`src/rtl/ifmap_framer_pkg.sv`:
```
// Shared constants and types for the IFmap buffer framer.
// The flag pair sits above the data bits: {start, end}.
package ifmap_framer_pkg;

    localparam int unsigned FLAG_WIDTH = 2;

    localparam logic [FLAG_WIDTH-1:0] FLAG_START  = 2'b10;
    localparam logic [FLAG_WIDTH-1:0] FLAG_MID    = 2'b00;
    localparam logic [FLAG_WIDTH-1:0] FLAG_END    = 2'b01;
    localparam logic [FLAG_WIDTH-1:0] FLAG_SINGLE = 2'b11;

    typedef enum logic {
        StPass  = 1'b0,
        StFlush = 1'b1
    } state_e;

    function automatic int unsigned frame_width(input int unsigned data_width);
        return data_width + FLAG_WIDTH;
    endfunction

endpackage

```
`src/rtl/ifmap_framer_fifo.sv`:
```
// Small synchronous FIFO holding framed words between the input stream and the
// output register; power-of-two depth so pointers wrap naturally.
module framer_fifo #(
    parameter int unsigned Width = 18,
    parameter int unsigned Depth = 4
) (
    input  logic             clk_i,
    input  logic             rst_i,
    input  logic             push_i,
    input  logic [Width-1:0] wdata_i,
    input  logic             pop_i,
    output logic [Width-1:0] head_o,
    output logic             full_o,
    output logic             empty_o
);

    localparam int unsigned PtrW = $clog2(Depth);
    localparam int unsigned CntW = PtrW + 1;

    logic [Width-1:0] mem_q [Depth];
    logic [PtrW-1:0]  wr_ptr_q, rd_ptr_q;
    logic [CntW-1:0]  count_q;
    logic             do_push, do_pop;

    assign full_o  = (count_q == CntW'(Depth));
    assign empty_o = (count_q == '0);
    assign do_push = push_i & ~full_o;
    assign do_pop  = pop_i & ~empty_o;
    assign head_o  = mem_q[rd_ptr_q];

    always_ff @(posedge clk_i or posedge rst_i) begin
        if (rst_i) begin
            wr_ptr_q <= '0;
            rd_ptr_q <= '0;
            count_q  <= '0;
        end else begin
            if (do_push) wr_ptr_q <= wr_ptr_q + 1'b1;
            if (do_pop)  rd_ptr_q <= rd_ptr_q + 1'b1;
            unique case ({do_push, do_pop})
                2'b10:   count_q <= count_q + 1'b1;
                2'b01:   count_q <= count_q - 1'b1;
                default: count_q <= count_q;
            endcase
        end
    end

    // Storage needs no reset; the pointers define what is valid.
    always_ff @(posedge clk_i) begin
        if (do_push) mem_q[wr_ptr_q] <= wdata_i;
    end

endmodule

```
`src/rtl/ifmap_framer.sv`:
```
// Frames raw ifmap samples into {start, end, data} buffer words and, on request,
// inserts a zero frame of filter_size words at the next frame boundary.
module ifmap_framer
    import ifmap_framer_pkg::*;
#(
    parameter int unsigned DATA_WIDTH        = 16,
    parameter int unsigned FRAME_WIDTH       = frame_width(DATA_WIDTH),
    parameter int unsigned FILTER_SIZE_WIDTH = 5,
    parameter int unsigned FIFO_DEPTH        = 4
) (
    input  logic                         clk,
    input  logic                         reset,
    input  logic [DATA_WIDTH-1:0]        in_data,
    input  logic                         in_valid,
    input  logic                         in_last,
    output logic                         in_ready,
    input  logic [FILTER_SIZE_WIDTH-1:0] filter_size,
    input  logic                         flush_req,
    output logic [FRAME_WIDTH-1:0]       out_data,
    output logic                         out_wen,
    input  logic                         out_ready,
    output logic                         busy
);

    localparam int unsigned EndBit   = DATA_WIDTH;
    localparam int unsigned StartBit = DATA_WIDTH + 1;
    localparam logic [FILTER_SIZE_WIDTH-1:0] FszOne = FILTER_SIZE_WIDTH'(1);

    state_e                       state_q, state_d;
    logic [FILTER_SIZE_WIDTH-1:0] fsz_q, fsz_d;
    logic [FILTER_SIZE_WIDTH-1:0] cnt_q, cnt_d;
    logic                         flush_pending_q, flush_pending_d;
    logic                         in_frame_q, in_frame_d;
    logic                         out_in_frame_q, out_in_frame_d;
    logic [FRAME_WIDTH-1:0]       out_q, out_d;
    logic                         out_wen_q, out_wen_d;
    logic                         in_ready_en_q;

    logic                   fifo_push, fifo_pop, fifo_full, fifo_empty;
    logic [FRAME_WIDTH-1:0] fifo_head, fifo_wdata;
    logic                   out_xfer, out_load, go_flush;
    logic [FLAG_WIDTH-1:0]  flush_flags;

    assign in_ready   = in_ready_en_q & ~fifo_full;
    assign fifo_push  = in_valid & in_ready;
    assign fifo_wdata = {~in_frame_q, in_last, in_data};
    assign in_frame_d = fifo_push ? ~in_last : in_frame_q;

    assign out_xfer = out_wen_q & out_ready;
    assign out_load = out_xfer | ~out_wen_q;
    assign out_data = out_q;
    assign out_wen  = out_wen_q;
    assign busy     = ~fifo_empty | flush_pending_q | (state_q == StFlush) | out_wen_q;

    framer_fifo #(
        .Width (FRAME_WIDTH),
        .Depth (FIFO_DEPTH)
    ) u_fifo (
        .clk_i   (clk),
        .rst_i   (reset),
        .push_i  (fifo_push),
        .wdata_i (fifo_wdata),
        .pop_i   (fifo_pop),
        .head_o  (fifo_head),
        .full_o  (fifo_full),
        .empty_o (fifo_empty)
    );

    // Frame state as seen downstream, including the word leaving on this edge.
    always_comb begin
        out_in_frame_d = out_in_frame_q;
        if (out_xfer) begin
            if (out_q[EndBit])        out_in_frame_d = 1'b0;
            else if (out_q[StartBit]) out_in_frame_d = 1'b1;
        end
    end

    always_comb begin
        if (fsz_q == FszOne)              flush_flags = FLAG_SINGLE;
        else if (cnt_q == '0)             flush_flags = FLAG_START;
        else if (cnt_q == fsz_q - FszOne) flush_flags = FLAG_END;
        else                              flush_flags = FLAG_MID;
    end

    always_comb begin
        state_d         = state_q;
        fsz_d           = fsz_q;
        cnt_d           = cnt_q;
        flush_pending_d = flush_pending_q;
        out_d           = out_q;
        out_wen_d       = out_wen_q & ~out_ready;
        fifo_pop        = 1'b0;
        go_flush        = 1'b0;
        unique case (state_q)
            StPass: begin
                if (flush_req && !flush_pending_q) flush_pending_d = 1'b1;
                if (flush_pending_q && out_load && !out_in_frame_d) begin
                    flush_pending_d = 1'b0;
                    // A zero-length flush is simply dropped.
                    if (filter_size != '0) begin
                        go_flush = 1'b1;
                        state_d  = StFlush;
                        fsz_d    = filter_size;
                        cnt_d    = '0;
                    end
                end
                if (out_load && !go_flush && !fifo_empty) begin
                    out_d     = fifo_head;
                    out_wen_d = 1'b1;
                    fifo_pop  = 1'b1;
                end
            end
            StFlush: begin
                if (out_load) begin
                    out_d     = {flush_flags, {DATA_WIDTH{1'b0}}};
                    out_wen_d = 1'b1;
                    cnt_d     = cnt_q + FszOne;
                    if (cnt_q == fsz_q - FszOne) state_d = StPass;
                end
            end
            default: state_d = StPass;
        endcase
    end

    always_ff @(posedge clk or posedge reset) begin
        if (reset) begin
            state_q         <= StPass;
            fsz_q           <= '0;
            cnt_q           <= '0;
            flush_pending_q <= 1'b0;
            in_frame_q      <= 1'b0;
            out_in_frame_q  <= 1'b0;
            out_q           <= '0;
            out_wen_q       <= 1'b0;
            in_ready_en_q   <= 1'b0;
        end else begin
            state_q         <= state_d;
            fsz_q           <= fsz_d;
            cnt_q           <= cnt_d;
            flush_pending_q <= flush_pending_d;
            in_frame_q      <= in_frame_d;
            out_in_frame_q  <= out_in_frame_d;
            out_q           <= out_d;
            out_wen_q       <= out_wen_d;
            in_ready_en_q   <= 1'b1;
        end
    end

endmodule
```
`config.mk`:
```
export PLATFORM = sky130hd
export DESIGN_NAME = ifmap_framer
export DESIGN_NICKNAME = d
export VERILOG_FILES = /design/src/rtl/ifmap_framer_pkg.sv /design/src/rtl/ifmap_framer_fifo.sv /design/src/rtl/ifmap_framer.sv
export SDC_FILE = /design/constraint.sdc
export NUM_CORES = 1
export LEC_CHECK = 0
export CORE_ASPECT_RATIO = 0.6
export CORE_UTILIZATION = 56
export DETAILED_ROUTE_END_ITERATION = 10
export DONT_BUFFER_PORTS = 1
export GPL_ROUTABILITY_DRIVEN = 0
export PLACE_DENSITY = 0.84
export SETUP_SLACK_MARGIN = 0.5
export SKIP_LAST_GASP = 1
export SYNTH_ARGS = -nofsm -noshare
export SYNTH_HDL_FRONTEND = slang
export SYNTH_SLANG_ARGS = --single-unit
```
`constraint.sdc`:
```
create_clock -name clk -period 2.5 [get_ports clk]
set_clock_uncertainty 0.15 [all_clocks]
set_input_delay 0.5 -clock clk [delete_from_list [all_inputs] [get_ports clk]]
set_output_delay 0.5 -clock clk [all_outputs]
set_load 0.02 [all_outputs]
```
==> qor.csv, run 1 <==
stage,metric,value,unit
run_status,outcome,"complete, no violations",
layout,finalNetCount,373,
worst_setup_path,critPathArrivalTime,2.47,ns
power_and_ir_drop,p_comb_frac,0.296,
worst_setup_path,cp.required,2.68,ns
power_and_ir_drop,swShare,0.325,
flow_run,maxCapViolations,0,
sta,drv_slew,0,
synthesis,syn_nets,341,
power_and_ir_drop,seqPwrFrac,0.407,
cts,cts_tree,yes,
sta,relSlewSlack,0.565,
place,place_hpwl,5560,um
route,drt_iter0_drc,198,
synthesis,synth_area_leaders,"edfxtp_1 (47%), dfrtp_1 (22%), mux4_2 (8.8%), nand2_1 (3.8%), ha_1 (2.5%)",
worst_setup_path,worstSetupStartpointType,register,
synthesis,yosysTopAreaCell,edfxtp_1,
worst_setup_path,crit_type,register to register,
min_path,hold-path-cell-count,0,
layout,drive_gt1_frac,0.244,
synthesis,ys_seq_area_frac,0.695,
power_and_ir_drop,power_switching,0.00223,W
cts,path_clk_slew,0.05,ns
min_path,holdCritPathClass,input port to register,
worst_setup_path,setup.worst_path.end_class,register,
floorplanning,initial_utilization,0.580,
sta,setup_viol,0,
cts,numCtsBuffers,17,
power_and_ir_drop,clockPowerShare,0.297,
floorplanning,die-area,8570,um2
min_path,min_to,u_fifo.mem_q[3][0]$_DFFE_PP_,
power_and_ir_drop,powerDensity,1260,nW/um2
synthesis,yosysWarnings,0,
floorplanning,std_cell_rows,25,
grt,antenna_found_initial,0,
worst_setup_path,rrSetupSlack,0.20,ns
route,vias,2622,
floorplanning,io_pins,48,
synthesis,syn_inst,304,
power_and_ir_drop,p_leak,2.13,nW
layout,fillers,523,
synthesis,async_flop_share,0.363,
cts,cts_root_buf,clkbuf_16,
cts,clock-sinks,113,
layout,final_area,5460,um2
worst_setup_path,slowest_stage,a311o_1,
synthesis,synthesis.area,4590,um2
floorplanning,core,7910,um2
worst_setup_path,r2r_cells,10,
worst_setup_path,crit_fanout,3,
grt,grt_use_total,0.243,
sta,period_share,0.919,
worst_setup_path,worstPathCellList,"a31oi_1, a31o_2, a311o_1, inv_2, ha_4, inv_2, fa_2, xor2_1, nor2_1, xor2_1",
power_and_ir_drop,p_int,0.00463,W
route,routed_via_density,5.74,
route,drt_first_pass_iters,4,
sta,fin_setup_tns,0,ns
floorplanning,die_y,72.1,um
sta,fmax,0.435,GHz
synthesis,synth.top_cell.area_share,0.471,
cts,clockBufferDepth,2,
worst_setup_path,critPathMaxStageDelay,0.38,ns
sta,period_minus_slack,2.30,ns
worst_setup_path,r2r_start,out_wen$_DFF_PP0_,
place,place_area,4780,um2
worst_setup_path,r2r_end,u_fifo.count_q[2]$_DFFE_PP0P_,
sta,worst_slew_pin_slew,0.652,ns
cts,clock_latency,0.40,ns
grt,grt_pass1_vias,2761,
synthesis,ys_ff_latch,113,
synthesis,yosysUniqueCellTypes,41,
grt,grt_max_degree,42,
route,drt-total-wl,9350,um
min_path,worstHoldStart,in_data[0],
route,drtAntennaViolNets,0,
synthesis,synth_edf_count,72,
grt,grt_pass1_wl,14700,um
floorplanning,die_w,119,um
route,drc,0,
synthesis,avgSynthCellArea,15.1,um2
worst_setup_path,crit_buf_inv,2,
place,port_buffers,0,
cts,h-tree-depth,4,
synthesis,ys_dominant_reg_cell,edfxtp_1,
route,wire_per_inst,20.5,um
power_and_ir_drop,vdd_ir_drop_max,0.728,mV
layout,syn2layout_area_growth,18.9,%
grt,grt_remaining_overflow,0,
worst_setup_path,cp_top_family,compound AO/OA/AOI/OAI gates,
sta,hold_violations,0,
sta,rsz0062_at_grt,yes,
layout,insertedDiodeCount,0,
area by class of cell:
cell class | count | area (um2) | area share
Inverter | 18 | 67.6 | 0.0124
Multi-Input combinational cell | 163 | 1370 | 0.252
Tap cell | 108 | 135 | 0.0248
Clock buffer | 25 | 465 | 0.0853
Sequential cell | 113 | 3190 | 0.584
Timing Repair Buffer | 23 | 188 | 0.0344
Clock inverter | 7 | 38.8 | 0.00711
cell usage in the layout (no fill, tap or decap), types with 3 or more instances in the layout:
cell type	count
a21oi_1	3
and2_1	3
and3_4	3
buf_4	21
clkbuf_1	7
clkbuf_16	17
clkinv_2	4
dfrtp_1	40
edfxtp_1	72
ha_1	7
inv_1	13
inv_2	5
mux2_1	3
mux4_2	18
nand2_1	47
nand3_1	20
nor2_1	5
nor3_1	3
o21ai_1	7
o22ai_1	3
xnor2_1	7
xor2_1	7
timing repair:
item	4_1_cts	5_1_grt
gates cloned	0	0
setup buffers	6	5
endpoints found under the setup margin	5	83
pin swaps	8	4
endpoints found under the hold margin	40	0
gates resized for setup	10	6
hold buffers	1	0
sequential cells by signal (all words and copies together), names as in the netlist, 2 cells and up:
name / flops
u_fifo.rd_ptr_q: 2
cnt_q: 5
u_fifo.wr_ptr_q: 2
fsz_q: 5
u_fifo.count_q: 3
u_fifo.mem_q: 72
out_data: 18
stage by stage:
step | worst slack (ns) | hold WS, ns | instances | utilization | total power, W
final | 0.203 | 0.0386 | 457 | 0.689 | 0.00686
after global routing | 0.106 | 0.0141 | 457 | 0.689 | 0.00719
after global placement | 0.118 | 0.323 | 413 | 0.604 | 0.00446
after CTS | 0.192 | 0.0214 | 452 | 0.681 | 0.00678
after detailed placement | 0.0792 | 0.344 | 413 | 0.604 | 0.00455
after floorplan | -0.0255 | 0.305 | 304 | - | 0.00407
worst max-delay path by stage:
stage | startpoint | endpoint | slack [ns] | depth (start not counted)
2_1_floorplan | out_ready | u_fifo.count_q[2]$_DFFE_PP0P_ | -0.03 | 11
4_1_cts | out_wen$_DFF_PP0_ | u_fifo.count_q[2]$_DFFE_PP0P_ | 0.19 | 10
6_report | out_wen$_DFF_PP0_ | u_fifo.count_q[2]$_DFFE_PP0P_ | 0.20 | 10
5_1_grt | out_data[17]$_DFFE_PP0P_ | u_fifo.count_q[2]$_DFFE_PP0P_ | 0.11 | 10
3_5_place_dp | out_ready | u_fifo.count_q[2]$_DFFE_PP0P_ | 0.08 | 10
3_3_place_gp | out_ready | u_fifo.count_q[2]$_DFFE_PP0P_ | 0.12 | 10
power groups by stage:
stage               logic, W  registers (W)  clock network [W]
floorplan            0.00136        0.00271                  0
global placement     0.00168        0.00278                  0
detailed placement   0.00175        0.00280                  0
CTS                  0.00194        0.00277            0.00207
global route         0.00221        0.00283            0.00214
finish               0.00203        0.00279            0.00204
worst register-to-register path: cells and delay by family (launching register included):
kind | cells | cell delay [ns]
buffers and inverters | 2 | 0.15
AOI/OAI and AO/OA | 3 | 0.68
xor gates and xnor gates | 2 | 0.31
DFF | 1 | 0.37
and+or+nand+nor | 1 | 0.12
adders and majority gates | 2 | 0.47
routing by layer:
layer	GRT usage	vias up	share of wire
li1	-	1178	-
met1	0.310	1304	0.41
met2	0.376	126	0.48
met3	0.102	14	0.088
met4	0.0956	0	0.020
met5	0	-	0
cells in the mapped netlist (2+ instances only):
cell and instances:
nor2b_1 2, ha_1 9, nand2_1 47, xor2_1 7
and2_1 3, or3_1 2, a21oi_1 3, and3_1 4
buf_1 2, o21ai_1 6, o22ai_1 3, xnor2_1 7
nand3_1 20, edfxtp_1 72, o21ai_0 2, nor2_1 5
clkbuf_1 3, a31oi_1 3, dfrtp_1 41, inv_1 15
nor3_1 4, mux2_1 3, inv_2 3, mux4_2 18
buf_2 4
logic make-up after synthesis:
family / share of synthesized area
adder cells (fa/ha/maj): 0.0289
AND/OR/NAND/NOR: 0.0943
multiplexers: 0.0957
flip-flops: 0.695
buffers and inverters: 0.0248
AO/OA/AOI/OAI: 0.0341
other: 0.000817
XOR/XNOR: 0.0267
No activity file was read; power rests on OpenSTA's default activity.
==> run 2: changes to the inputs <==
--- a/config.mk
+++ b/config.mk
@@ -15,4 +15,5 @@
 export SKIP_LAST_GASP = 1
 export SYNTH_ARGS = -nofsm -noshare
 export SYNTH_HDL_FRONTEND = slang
+export SYNTH_HIERARCHICAL = 1
 export SYNTH_SLANG_ARGS = --single-unit
==> run 2 against run 1 <==
Effect of this change: the run now ends with setup timing left; final area is 9.1% higher; worst setup slack worse by 0.28 ns; synthesized cell count is 11% lower; synthesized area is 1.4% higher; first-iteration DRC count is 37% higher; count of clock-buffer cells in the layout is 7 lower; register-to-register slack worse by 0.28 ns; clock power is 30% higher; critical path type unchanged; largest cell class unchanged; highest routed layer unchanged.
==> qor.csv, run 2 <==
stage,metric,value,unit,change
run_status,outcome,finished with violations,,"was complete, no violations"
run_status,violations,setup timing,,
synthesis,synth.most_common_cell,edfxtp_1,,unchanged
grt,grt_use_met2,0.378,,was 0.376
synthesis,ys_dominant_reg_cell,edfxtp_1,,unchanged
worst_setup_path,r2r_start,out_wen$_DFF_PP0_,,unchanged
floorplanning,die-area,8690,um2,was 8570 um2
layout,most-common-layout-cells,"edfxtp_1 (72), dfrtp_1 (37), buf_4 (26), clkbuf_16 (19), mux4_2 (18)",,"was edfxtp_1 (72), nand2_1 (47), dfrtp_1 (40), buf_4 (21), nand3_1 (20)"
place,port_buffers,0,,unchanged
grt,busiest_layer,met2,,unchanged
worst_setup_path,critPathArrivalTime,2.75,ns,was 2.47 ns
worst_setup_path,worstSetupStartpointType,register,,unchanged
sta,fmax,0.389,GHz,was 0.435 GHz
sta,setup_ws,-0.0737,ns,was 0.203 ns
power_and_ir_drop,total_power,0.00748,W,was 0.00686 W
min_path,hold-path-cell-count,0,,unchanged
layout,drive_gt1_frac,0.400,,was 0.244
floorplanning,die_y,72.6,um,was 72.1 um
sta,hold_violations,0,,unchanged
power_and_ir_drop,vdd_ir_drop_max,0.805,mV,was 0.728 mV
route,drt_iter0_drc,272,,was 198
worst_setup_path,cp.required,2.68,ns,about the same
sta,period_share,1.03,,was 0.919
synthesis,ys_seq_area_frac,0.685,,was 0.695
cts,numCtsBuffers,17,,unchanged
synthesis,async_flop_share,0.363,,unchanged
floorplanning,core,7950,um2,was 7910 um2
synthesis,yosysTopAreaCell,edfxtp_1,,unchanged
layout,syn2layout_area_growth,28.0,%,was 18.9%
synthesis,ys_ff_latch,113,,unchanged
sta,drv_slew,0,,unchanged
worst_setup_path,crit_type,register to register,,unchanged
synthesis,synth_edf_count,72,,unchanged
floorplanning,initial_utilization,0.586,,was 0.580
grt,grt_remaining_overflow,0,,unchanged
synthesis,syn_nets,309,,was 341
worst_setup_path,setup.worst_path.end_class,register,,unchanged
route,routed_via_density,6.14,,was 5.74
synthesis,syn_inst,272,,was 304
grt,antenna_found_initial,0,,unchanged
power_and_ir_drop,p_leak,2.31,nW,was 2.13 nW
layout,largest_reg_flops,72,,unchanged
grt,met3_usage,0.0883,,was 0.102
cts,h-tree-depth,4,,unchanged
layout,insertedDiodeCount,0,,unchanged
worst_setup_path,rrSetupSlack,-0.07,ns,was 0.20 ns
worst_setup_path,r2r_cells,11,,was 10
cts,cts_tree,yes,,unchanged
route,drt_first_pass_iters,5,,was 4
min_path,worstHoldStart,in_data[3],,was in_data[0]
route,drtAntennaViolNets,0,,unchanged
synthesis,synth.top_cell.area_share,0.465,,was 0.471
cts,cts_root_buf,clkbuf_16,,unchanged
grt,grt_max_degree,35,,was 42
synthesis,synth_area_leaders,"edfxtp_1 (46%), dfrtp_1 (22%), mux4_2 (8.7%), ha_1 (2.4%), a22o_1 (1.9%)",,"was edfxtp_1 (47%), dfrtp_1 (22%), mux4_2 (8.8%), nand2_1 (3.8%), ha_1 (2.5%)"
worst_setup_path,r2r_end,u_fifo/count_q[2]$_DFFE_PP0P_,,was u_fifo.count_q[2]$_DFFE_PP0P_
grt,grt_pass1_vias,2719,,was 2761
synthesis,ys_top_cells_by_count,"edfxtp_1 (72), dfrtp_1 (41), inv_1 (18), mux4_2 (18), nand2_1 (11)",,"was edfxtp_1 (72), nand2_1 (47), dfrtp_1 (41)"
layout,top_register,u_fifo/mem_q,,was u_fifo.mem_q
cts,clock_latency,0.41,ns,was 0.40 ns
place,dp_slack,-0.321,ns,was 0.0792 ns
worst_setup_path,crit_fanout,4,,was 3
route,drt-total-wl,10800,um,was 9350 um
grt,grt_pass1_wl,15300,um,was 14700 um
cts,clock-sinks,113,,unchanged
floorplanning,io_pins,48,,unchanged
floorplanning,die_w,120,um,was 119 um
synthesis,yosysWarnings,6,,was 0
grt,grt_use_total,0.251,,was 0.243
synthesis,yosysUniqueCellTypes,49,,was 41
power_and_ir_drop,powerDensity,1260,nW/um2,about the same
min_path,min_to,u_fifo/mem_q[3][3]$_DFFE_PP_,,was u_fifo.mem_q[3][0]$_DFFE_PP_
route,vias,2722,,was 2622
min_path,holdCritPathClass,input port to register,,unchanged
place,place_hpwl,5630,um,was 5560 um
cts,clockBufferDepth,2,,unchanged
grt,grt_use_met1,0.336,,was 0.310
sta,period_minus_slack,2.57,ns,was 2.30 ns
route,wire_per_inst,24.4,um,was 20.5 um
cts,path_clk_slew,0.06,ns,was 0.05 ns
synthesis,avgSynthCellArea,17.1,um2,was 15.1 um2
synthesis,synthesis.area,4650,um2,was 4590 um2
layout,final_common_cell,edfxtp_1,,unchanged
layout,finalNetCount,359,,was 373
flow_run,maxCapViolations,0,,unchanged
sta,rsz0062_at_grt,yes,,unchanged
route,drc,0,,unchanged
sta,setup_viol,1,,was 0
floorplanning,std_cell_rows,25,,unchanged
[run 2: cell count changes in the layout (fill, tap and decap cells not counted), moves of 5 or more]
cell,previous run,this run
a22o_1,0,10
o21ai_1,7,0
bufinv_16,0,5
nand2_1,47,10
buf_6,0,6
clkbuf_1,7,0
nand3_1,20,2
buf_12,1,6
a22o_2,0,7
buf_4,21,26
[run 2: cells by family (layout without fill, tap and decap cells)]
logic type               Yosys count  after routing  share of synthesized area
multiplexers                      26             26                      0.107
XOR/XNOR                          14             14                     0.0264
buffers and inverters             28             91                     0.0272
adder cells (fa/ha/maj)           10             10                     0.0285
flip-flops                       113            113                      0.685
AND/OR/NAND/NOR                   43             43                     0.0627
AO/OA/AOI/OAI                     37             37                     0.0627
other                              1              1                   0.000806
[run 2: worst max-delay path by stage]
stage | end | slack [ns] | startpoint
floorplan | u_fifo/count_q[2]$_DFFE_PP0P_ | -0.50 | filter_size[0]
global placement | u_fifo/count_q[2]$_DFFE_PP0P_ | -0.23 | filter_size[0]
detailed placement | u_fifo/count_q[2]$_DFFE_PP0P_ | -0.32 | filter_size[0]
CTS | busy | 0.03 | state_q$_DFF_PP0_
global route | u_fifo/count_q[2]$_DFFE_PP0P_ | -0.16 | out_wen$_DFF_PP0_
finish | u_fifo/count_q[2]$_DFFE_PP0P_ | -0.07 | out_wen$_DFF_PP0_
[run 2: per-stage QoR]
stage          std cells  instance area, um2  hold slack (ns)  utilization  setup TNS [ns]
6_report             443                5950           0.0338        0.749         -0.0737
5_1_grt              443                5950           0.0148        0.749          -0.164
4_1_cts              434                5770           0.0181        0.726               0
3_5_place_dp         386                4880            0.185        0.614          -0.444
3_3_place_gp         386                4880            0.189        0.614          -0.267
2_1_floorplan        272                4690            0.153            -          -0.816
[run 2: metal layers]
metal | routed length [um] | vias to the layer above | share of wire
met4 | 214 | 0 | 0.020
met1 | 4480 | 1394 | 0.41
met5 | 0 | - | 0
met2 | 5230 | 162 | 0.48
li1 | - | 1147 | -
met3 | 893 | 19 | 0.083
[run 2: layout make-up]
type	count	area, um2
Inverter	18	67.6
Multi-Input combinational cell	131	1460
Timing Repair Buffer	41	443
Tap cell	108	135
Sequential cell	113	3190
Fill cell	441	1990
Clock buffer	18	439
Clock inverter	14	213
[run 2: timing repair]
| item | 4_1_cts | 5_1_grt |
|---|---|---|
| setup endpoints to repair | 101 | 97 |
| hold endpoints to repair | 41 | 0 |
| pin swaps | 8 | 4 |
| gates resized for setup | 13 | 17 |
| setup buffers | 15 | 7 |
| cloned | 0 | 2 |
| hold buffers | 1 | 0 |
[run 2: power by group]
| part | total, W | switching (W) | internal (W) |
|---|---|---|---|
| logic | 0.00199 | 0.000970 | 0.00102 |
| registers | 0.00284 | 0.000464 | 0.00237 |
| clock network | 0.00265 | 0.000865 | 0.00179 |
[run 2: worst max-delay path, cell delays in order, from the launching register on]
cell and delay (ns):
dfrtp_1 0.43, o2bb2ai_2 0.16, a31oi_4 0.21, nor2_4 0.08
nor4_4 0.24, o31a_4 0.24, ha_4 0.13, inv_2 0.04
fa_2 0.34, xor2_1 0.15, nor2_1 0.15, xor2_1 0.18
